$ cat src/rtl/pc_stack_ctrl_pkg.sv
// pc_stack_ctrl_pkg: shared widths, jump condition codes, status-register bit indices and condition helper
package pc_stack_ctrl_pkg;
  localparam int ADDR_W = 12;
  localparam int SR_OVF = 0;
  localparam int SR_STOVF = 1;
  localparam int SR_NZ = 2;
  localparam int SR_Z = 3;
  typedef enum logic [1:0] {
    JMP_COND_ALWAYS = 2'b00,
    JMP_COND_Z      = 2'b01,
    JMP_COND_NZ     = 2'b10,
    JMP_COND_OVF    = 2'b11
  } jmp_cond_e;
  function automatic logic cond_met(input logic [1:0] c, input logic [7:0] sr);
    return c == JMP_COND_ALWAYS ? 1'b1 :
           c == JMP_COND_Z      ? sr[SR_Z] :
           c == JMP_COND_NZ     ? sr[SR_NZ] : sr[SR_OVF];
  endfunction
endpackage

$ cat src/rtl/pc_stack_ctrl_call_stack.sv
// call_stack: return-address LIFO (clk, reset_, push, pop, data_in -> top, full, empty, depth)
module call_stack
  import pc_stack_ctrl_pkg::*;
#(
  parameter int DEPTH = 8
) (
  input  logic                     clk,
  input  logic                     reset_,
  input  logic                     push,
  input  logic                     pop,
  input  logic [ADDR_W-1:0]        data_in,
  output logic [ADDR_W-1:0]        top,
  output logic                     full,
  output logic                     empty,
  output logic [$clog2(DEPTH):0]   depth
);
  localparam int PW = $clog2(DEPTH);
  logic [ADDR_W-1:0] r_mem [DEPTH];
  logic [PW:0]       r_sp;
  logic [PW-1:0]     w_top_idx;
  assign w_top_idx = r_sp[PW-1:0] - PW'(1);
  assign top = r_mem[w_top_idx];
  assign full = r_sp == (PW+1)'(DEPTH);
  assign empty = r_sp == '0;
  assign depth = r_sp;
  always_ff @(posedge clk) begin
    if (!reset_) r_sp <= '0;
    else if (push && !full) r_sp <= r_sp + 1'b1;
    else if (pop && !empty) r_sp <= r_sp - 1'b1;
  end
  always_ff @(posedge clk)
    if (push && !full) r_mem[r_sp[PW-1:0]] <= data_in;
endmodule

$ cat src/rtl/pc_stack_ctrl.sv
// pc_stack_ctrl: PC generator with conditional jumps and CALL/RET stack (fetch address, flush pulse, sticky stack flags, depth)
module pc_stack_ctrl
  import pc_stack_ctrl_pkg::*;
#(
  parameter logic [ADDR_W-1:0] RESET_VECTOR = 12'h000,
  parameter int                STACK_DEPTH  = 8
) (
  input  logic                           clk,
  input  logic                           reset_,
  input  logic                           fetch_en,
  input  logic                           stall,
  input  logic                           jmp_vld,
  input  logic [1:0]                     jmp_cond,
  input  logic                           call_vld,
  input  logic                           ret_vld,
  input  logic [ADDR_W-1:0]              tgt_addr,
  input  logic [ADDR_W-1:0]              ret_addr,
  input  logic [7:0]                     sr,
  output logic [ADDR_W-1:0]              i_mem_addr,
  output logic                           i_mem_en,
  output logic [ADDR_W-1:0]              next_addr,
  output logic                           flush,
  output logic                           stk_ovf,
  output logic                           stk_udf,
  output logic [$clog2(STACK_DEPTH):0]   stk_depth
);
  logic [ADDR_W-1:0] r_pc, w_top, w_pc_nxt;
  logic r_flush, r_ovf, r_udf;
  logic w_full, w_empty, w_ret_take, w_call_take, w_jmp_take, w_redir, w_seq;
  // lower-priority requests are dropped whenever a higher one is present, even if it fails
  assign w_ret_take = ret_vld && !w_empty;
  assign w_call_take = !ret_vld && call_vld && !w_full;
  assign w_jmp_take = !ret_vld && !call_vld && jmp_vld && cond_met(jmp_cond, sr);
  assign w_redir = w_ret_take || w_call_take || w_jmp_take;
  assign w_seq = fetch_en && !stall;
  assign w_pc_nxt = w_ret_take ? w_top :
                    (w_call_take || w_jmp_take) ? tgt_addr :
                    w_seq ? r_pc + 1'b1 : r_pc;
  call_stack #(.DEPTH(STACK_DEPTH)) u_stk (
    .clk(clk), .reset_(reset_), .push(w_call_take), .pop(w_ret_take),
    .data_in(ret_addr), .top(w_top), .full(w_full), .empty(w_empty), .depth(stk_depth)
  );
  always_ff @(posedge clk) begin
    if (!reset_) begin
      r_pc <= RESET_VECTOR;
      r_flush <= 1'b0;
      r_ovf <= 1'b0;
      r_udf <= 1'b0;
    end else begin
      r_pc <= w_pc_nxt;
      r_flush <= w_redir;
      r_ovf <= r_ovf || (!ret_vld && call_vld && w_full);
      r_udf <= r_udf || (ret_vld && w_empty);
    end
  end
  assign i_mem_addr = r_pc;
  assign next_addr = r_pc + 1'b1;
  assign i_mem_en = fetch_en && !stall && reset_;
  assign flush = r_flush;
  assign stk_ovf = r_ovf;
  assign stk_udf = r_udf;
endmodule

$ cat config.mk
export PLATFORM = sky130hd
export DESIGN_NAME = pc_stack_ctrl
export DESIGN_NICKNAME = d
export VERILOG_FILES = /design/src/rtl/pc_stack_ctrl_pkg.sv /design/src/rtl/pc_stack_ctrl_call_stack.sv /design/src/rtl/pc_stack_ctrl.sv
export SDC_FILE = /design/constraint.sdc
export NUM_CORES = 1
export LEC_CHECK = 0
export CORE_UTILIZATION = 54
export CTS_CLUSTER_DIAMETER = 80
export DETAILED_ROUTE_END_ITERATION = 6
export GPL_ROUTABILITY_DRIVEN = 0
export PLACE_DENSITY = 0.92
export SLEW_MARGIN = 20
export SYNTH_ARGS = -nofsm -noshare
export SYNTH_HDL_FRONTEND = slang
export SYNTH_SLANG_ARGS = --single-unit
$ cat constraint.sdc
create_clock -name clk -period 4 [get_ports clk]
set_input_delay 0.8 -clock clk [delete_from_list [all_inputs] [get_ports clk]]
set_output_delay 0.8 -clock clk [all_outputs]
set_load 0.01 [all_outputs]
# Word-level counts from Yosys, hierarchy flattened
# Memories as Yosys holds them, arrays and structs flattened.
# Index checks and enable logic that the tools add are counted.
# W data, S select, Z words.
[word_totals]
reg_bits = 19
ramBits = 96
inputBits = 41
out_inout_bits = 32
mem_count = 1
[mem_list]
columns = ["name", "words", "word_bits", "rd", "rd_ports_with_merged_regs", "write_ports", "line_no", "rtl"]
rows = [
  ["u_stk.r_mem", 8, 12, 1, 0, 1, "pc_stack_ctrl_call_stack.sv:18", "logic [ADDR_W-1:0] r_mem [DEPTH];"],
]
[classes]
addsub = 4
n_eq_ne = 3
n_mux = 10
n_reduce_logical = 26
[op_table]
columns = ["operator", "n"]
rows = [
  ["$mux W12", 3],
  ["$add A12 B1 Y12 const B", 1],
  ["$logic_and A1 B1 Y1", 12],
  ["$mux W4", 2],
  ["$logic_not A1 Y1", 5],
  ["$logic_or A1 B1 Y1", 5],
  ["$mux W1", 5],
  ["$add A4 B1 Y4 const B", 1],
  ["$eq A4 B4 Y1 const B", 1],
  ["$logic_not A4 Y1", 1],
  ["$sub A4 B1 Y4 const B", 1],
  ["$reduce_bool A3 Y1", 1],
  ["$sub A3 B1 Y3 const B", 1],
  ["$eq A2 B1 Y1 const B", 1],
  ["$eq A2 B2 Y1 const B", 1],
  ["$logic_not A2 Y1", 1],
  ["$reduce_bool A2 Y1", 1],
]

# Depth between registers and ports, before layout
[depth]
word_depth = 8
mapped_depth = 13
depth_no_buf = 11

# Modules after synthesis
# Synthesis repeated with hierarchy kept, for this count alone.
[hier_totals]
cells_unflattened = 327
area_unflattened_um2 = 5083.6
[modules_own_cells]
columns = ["mod", "instances", "cells_per_inst", "area_each_um2", "seq_area_each_um2"]
rows = [
  ["call_stack", 1, 188, 4002.6, 2962.8],
  ["pc_stack_ctrl", 1, 139, 1081.0, 300.3],
]

# Worst setup path before layout
# No wires, ideal clock.
[synth_timing]
path_type = "flip-flop to flip-flop"
from = "register u_stk.r_sp[0], in the netlist u_stk.depth[0]"
to = "memory u_stk.r_mem[0][0] (enable)"
setup_time_ps = 412
arrival_ps = 2977
required_time_ps = 3588
slack_ps = 611
stages_incl_launch_ff = 9
n_path_buf = 2
synth_period_minus_slack_ps = 3389
cell_sequence = "dfxtp_1 buf_2 clkbuf_1 inv_2 ha_1 nand3b_1 and2_1 inv_2 nor4_1"
[synth_between]
elab_chain_len = 6
[synth_lines]
columns = ["element", "line_no", "rtl"]
rows = [
  ["from (decl)", "pc_stack_ctrl_call_stack.sv:19", "logic [PW:0] r_sp;"],
  ["from (signal assigned)", "pc_stack_ctrl_call_stack.sv:28", "else if (push && !full) r_sp <= r_sp + 1'b1;"],
  ["from (signal assigned)", "pc_stack_ctrl_call_stack.sv:29", "else if (pop && !empty) r_sp <= r_sp - 1'b1;"],
  ["$eq A4 B4 Y1", "pc_stack_ctrl_call_stack.sv:23", "assign full = r_sp == (PW+1)'(DEPTH);"],
  ["$logic_not A1 Y1", "pc_stack_ctrl_call_stack.sv:32, pc_stack_ctrl.sv:32", ""],
  ["$logic_and A1 B1 Y1", "pc_stack_ctrl.sv:32", "assign w_call_take = !ret_vld && call_vld && !w_full;"],
  ["$logic_and A1 B1 Y1", "pc_stack_ctrl_call_stack.sv:32", "if (push && !full) r_mem[r_sp[PW-1:0]] <= data_in;"],
  ["$mux W1", "pc_stack_ctrl_call_stack.sv:32", ""],
  ["$mux W1 (not written as such)", "pc_stack_ctrl_call_stack.sv:32", ""],
  ["to (decl)", "pc_stack_ctrl_call_stack.sv:18", ""],
]
# Several ways; a longest one is shown, not always the timed one.

# Final worst setup path
[layout_timing]
from = "register r_pc[3], in the netlist i_mem_addr[3]"
to = "output next_addr[9]"
[layout_between]
elab_chain_len = 1
[layout_lines]
columns = ["element", "line_no", "rtl"]
rows = [
  ["from (decl)", "pc_stack_ctrl.sv:27", "logic [ADDR_W-1:0] r_pc, w_top, w_pc_nxt;"],
  ["from (signal assigned)", "pc_stack_ctrl.sv:50", "r_pc <= w_pc_nxt;"],
  ["$add A12 B1 Y12", "pc_stack_ctrl.sv:57", "assign next_addr = r_pc + 1'b1;"],
  ["to (decl)", "pc_stack_ctrl.sv:21", "output logic [ADDR_W-1:0] next_addr,"],
]
# No other way between the ends.

==> results.yml <==
drt:
  drt_iter0_drc: 219
  wl_per_cell_um: 21.1
  vias: 3083
  drt_first_pass_iters: 5
  avgViaCountPerCell: 5.94
  postRouteAntennaNets: 0
  wirelength_um: 11000
  drc_errors: 0
yosys:
  netlist_instances: 314
  async_flop_share: 0
  synth_edf_count: 96
  synth_nets: 360
  ys_seq_area_frac: 0.664
  synth_area_um2: 4910
  ys_warn_count: 0
  ys_types: 45
  syn_avg_cell_area_um2: 15.6
  yosys_most_used_dff: "edfxtp_1"
  synth_seq_cells: 115
die:
  core_area_um2: 8760
  io_pins: 73
  die_w_um: 97.4
  die-area_um2: 9480
  rows: 34
  die_h_um: 97.4
  start_util: 0.560
grt:
  grt_pass1_wl_um: 17200
  antenna_found_initial: 0
  grt_start_max_net_pins: 31
  grt_pass1_vias: 3135
  gr-usage-met2: 0.424
  use_met3: 0.0669
  use_met1: 0.303
  grt_usage: 0.245
  grt_overflow_total: 0
  top_usage_layer: "met2"
sta:
  finalCriticalPeriod_ns: 3.21
  post-route-period-util: 0.803
  setup_viol: 0
  slew_viol_final: 0
  finalHoldViolCount: 0
  tns_ns: 0
  timing.slew.headroom: 0.583
  skew_ns: 0.00935
  holdWs_ns: 0.492
  tightest_slew_ns: 0.624
  timing.fmax_mhz: 311
  rsz0062_at_grt: "no"
worst_setup_path:
  critPathKind: "register to primary output"
  critPathTopFamily: "buffers and inverters"
  slowest_delay_ns: 0.58
  cp.required_ns: 3.20
  critPathCaptureType: "primary output"
  arrival_ns: 2.41
  worst_setup_path_start_kind: "register"
  worstPathCellList: "nand4_1 > nor3_1 > xor2_1 > clkdlybuf4s50_1"
  cp.buffers_inverters: 1
  cp_max_fo: 7
  crit_slowest_cell: "clkdlybuf4s50_1"
clock_tree:
  cts_tree: "done"
  clkSinkCount: 115
  htreeDepth: 4
  cts_buffers: 17
  clkTransAtPathRegs_ns: 0.06
  postCtsSetupBuffers: 0
  cts_resized: 0
  hold_buffers: 0
  insertion_delay_ns: 0.52
  cts_buffer_depth: 2
  clockRootBuffer: "clkbuf_8"
pwr:
  pwr-share-seq: 0.327
  power_leakage_uw: 0.00219
  p_int_uw: 3330
  p_per_area_nw_per_um2: 758
  power_frac_clock: 0.324
  p_sw_frac: 0.312
  p_switching_uw: 1510
  p_comb_frac: 0.349
  peakVddDrop_mv: 0.433
final_layout:
  stdcell_area_um2: 6380
  syn_to_final_growth_pct: 30.0
  fin_util: 0.728
  antenna_cells: 0
  nets: 444
  drive_gt1_frac: 0.197
placement:
  io_buffers: 67
  placedInstanceArea_um2: 5760
  dp_hpwl_um: 6740
status:
  status: "finished, final reports clean"
worst_hold_path:
  min_path_type: "register to register"
job:
  drv_cap: 0
-- cell usage after synthesis (3+ instances only) --
cell       n  area [um2]
inv_1      8        30.0
a21oi_1    9        45.0
xor2_1     6        52.6
o221ai_1   3        26.3
dfxtp_1   19         380
o22ai_1    3        18.8
nor2b_1    3        18.8
clkbuf_1   8        30.0
nand3_1    7        35.0
mux2i_1    8        80.1
buf_2      5        25.0
mux4_2    24         541
o21ai_1    4        20.0
o21ai_0    8        40.0
edfxtp_1  96        2880
nand2_1   15        56.3
xnor2_1    9        78.8
mux2_2     4        45.0
a31oi_1    6        37.5
nor2_1    23        86.3
nor4_1     4        25.0
nor3_1     6        30.0
ha_1       4        50.1
-- per-stage QoR --
stage	std cells	total power [uW]	setup slack, ns
floorplan	314	2660	0.611
global placement	487	3220	0.851
detailed placement	487	3280	0.797
CTS	519	4860	0.784
global route	519	5040	0.618
finish	519	4840	0.788
-- power groups by stage --
stage                     logic [uW]  registers [uW]  clock network (uW)
after floorplan                 1070            1590                   0
after global placement          1630            1590                   0
after detailed placement        1670            1600                   0
after CTS                       1700            1580                1580
after global routing            1810            1600                1630
final                           1690            1580                1570
-- final timing paths --
| kind | start | endpoint | slack (ns) | cells after the start |
|---|---|---|---|---|
| setup / recovery | i_mem_addr[3]$_SDFFE_PN0P_ | next_addr[9] | 0.79 | 4 |
| hold / removal | stk_ovf$_SDFF_PN0_ | stk_ovf$_SDFF_PN0_ | 0.49 | 2 |
| setup reg to reg | u_stk.depth[1]$_SDFFE_PN0P_ | i_mem_addr[7]$_SDFFE_PN0P_ | 1.23 | 7 |
| hold reg to reg | stk_ovf$_SDFF_PN0_ | stk_ovf$_SDFF_PN0_ | 0.49 | 2 |
-- tightest hold or removal path: cells and delay by family, from the launching register on --
kind	cells	cell delay [ns]
DFF	1	0.34
and+or+nand+nor	1	0.07
AOI/OAI and AO/OA	1	0.05
-- logic make-up (layout without fill, tap and decap cells) --
logic type	Yosys count	count (layout)	share of synthesized area
compound gates	45	45	0.0622
xor+xnor	16	16	0.0301
fa+ha+maj	5	5	0.0143
buf+inv	24	121	0.0204
flops	115	115	0.664
mux	36	36	0.136
simple gates	73	73	0.0731
-- state kept, by name, indices dropped and copies added (netlist names) --
name,cells
u_stk.r_mem,96
stk_udf,1
flush,1
i_mem_addr,12
u_stk.depth,4
stk_ovf,1
-- metal layers --
metal | part of all wire | vias up
met2 | 0.52 | 180
met5 | 0 | -
li1 | - | 1401
met3 | 0.080 | 10
met1 | 0.39 | 1492
met4 | 0.0098 | 0
-- layout by cell type (no fill, tap or decap), types with 4 or more instances in the layout --
master,count
xor2_1,6
mux2i_1,8
ha_1,4
bufinv_16,4
o21ai_0,8
buf_4,12
clkdlybuf4s50_1,67
nand3_1,7
o21ai_1,4
nand2_1,15
edfxtp_1,96
xnor2_1,9
dfxtp_1,18
a21oi_1,9
inv_1,8
mux4_2,24
nor2_1,23
inv_6,4
nor3_1,6
mux2_2,4
clkbuf_16,16
a31oi_1,6
-- area by class of cell --
class                           instances  area (um2)
Clock inverter                         15         205
Multi-Input combinational cell        175        1570
Clock buffer                           17         414
Tap cell                              108         135
Sequential cell                       115        3260
Inverter                               10        37.5
Timing Repair Buffer                   79         761
Fill cell                             507        2380
Power figures use the tool's default switching activity.
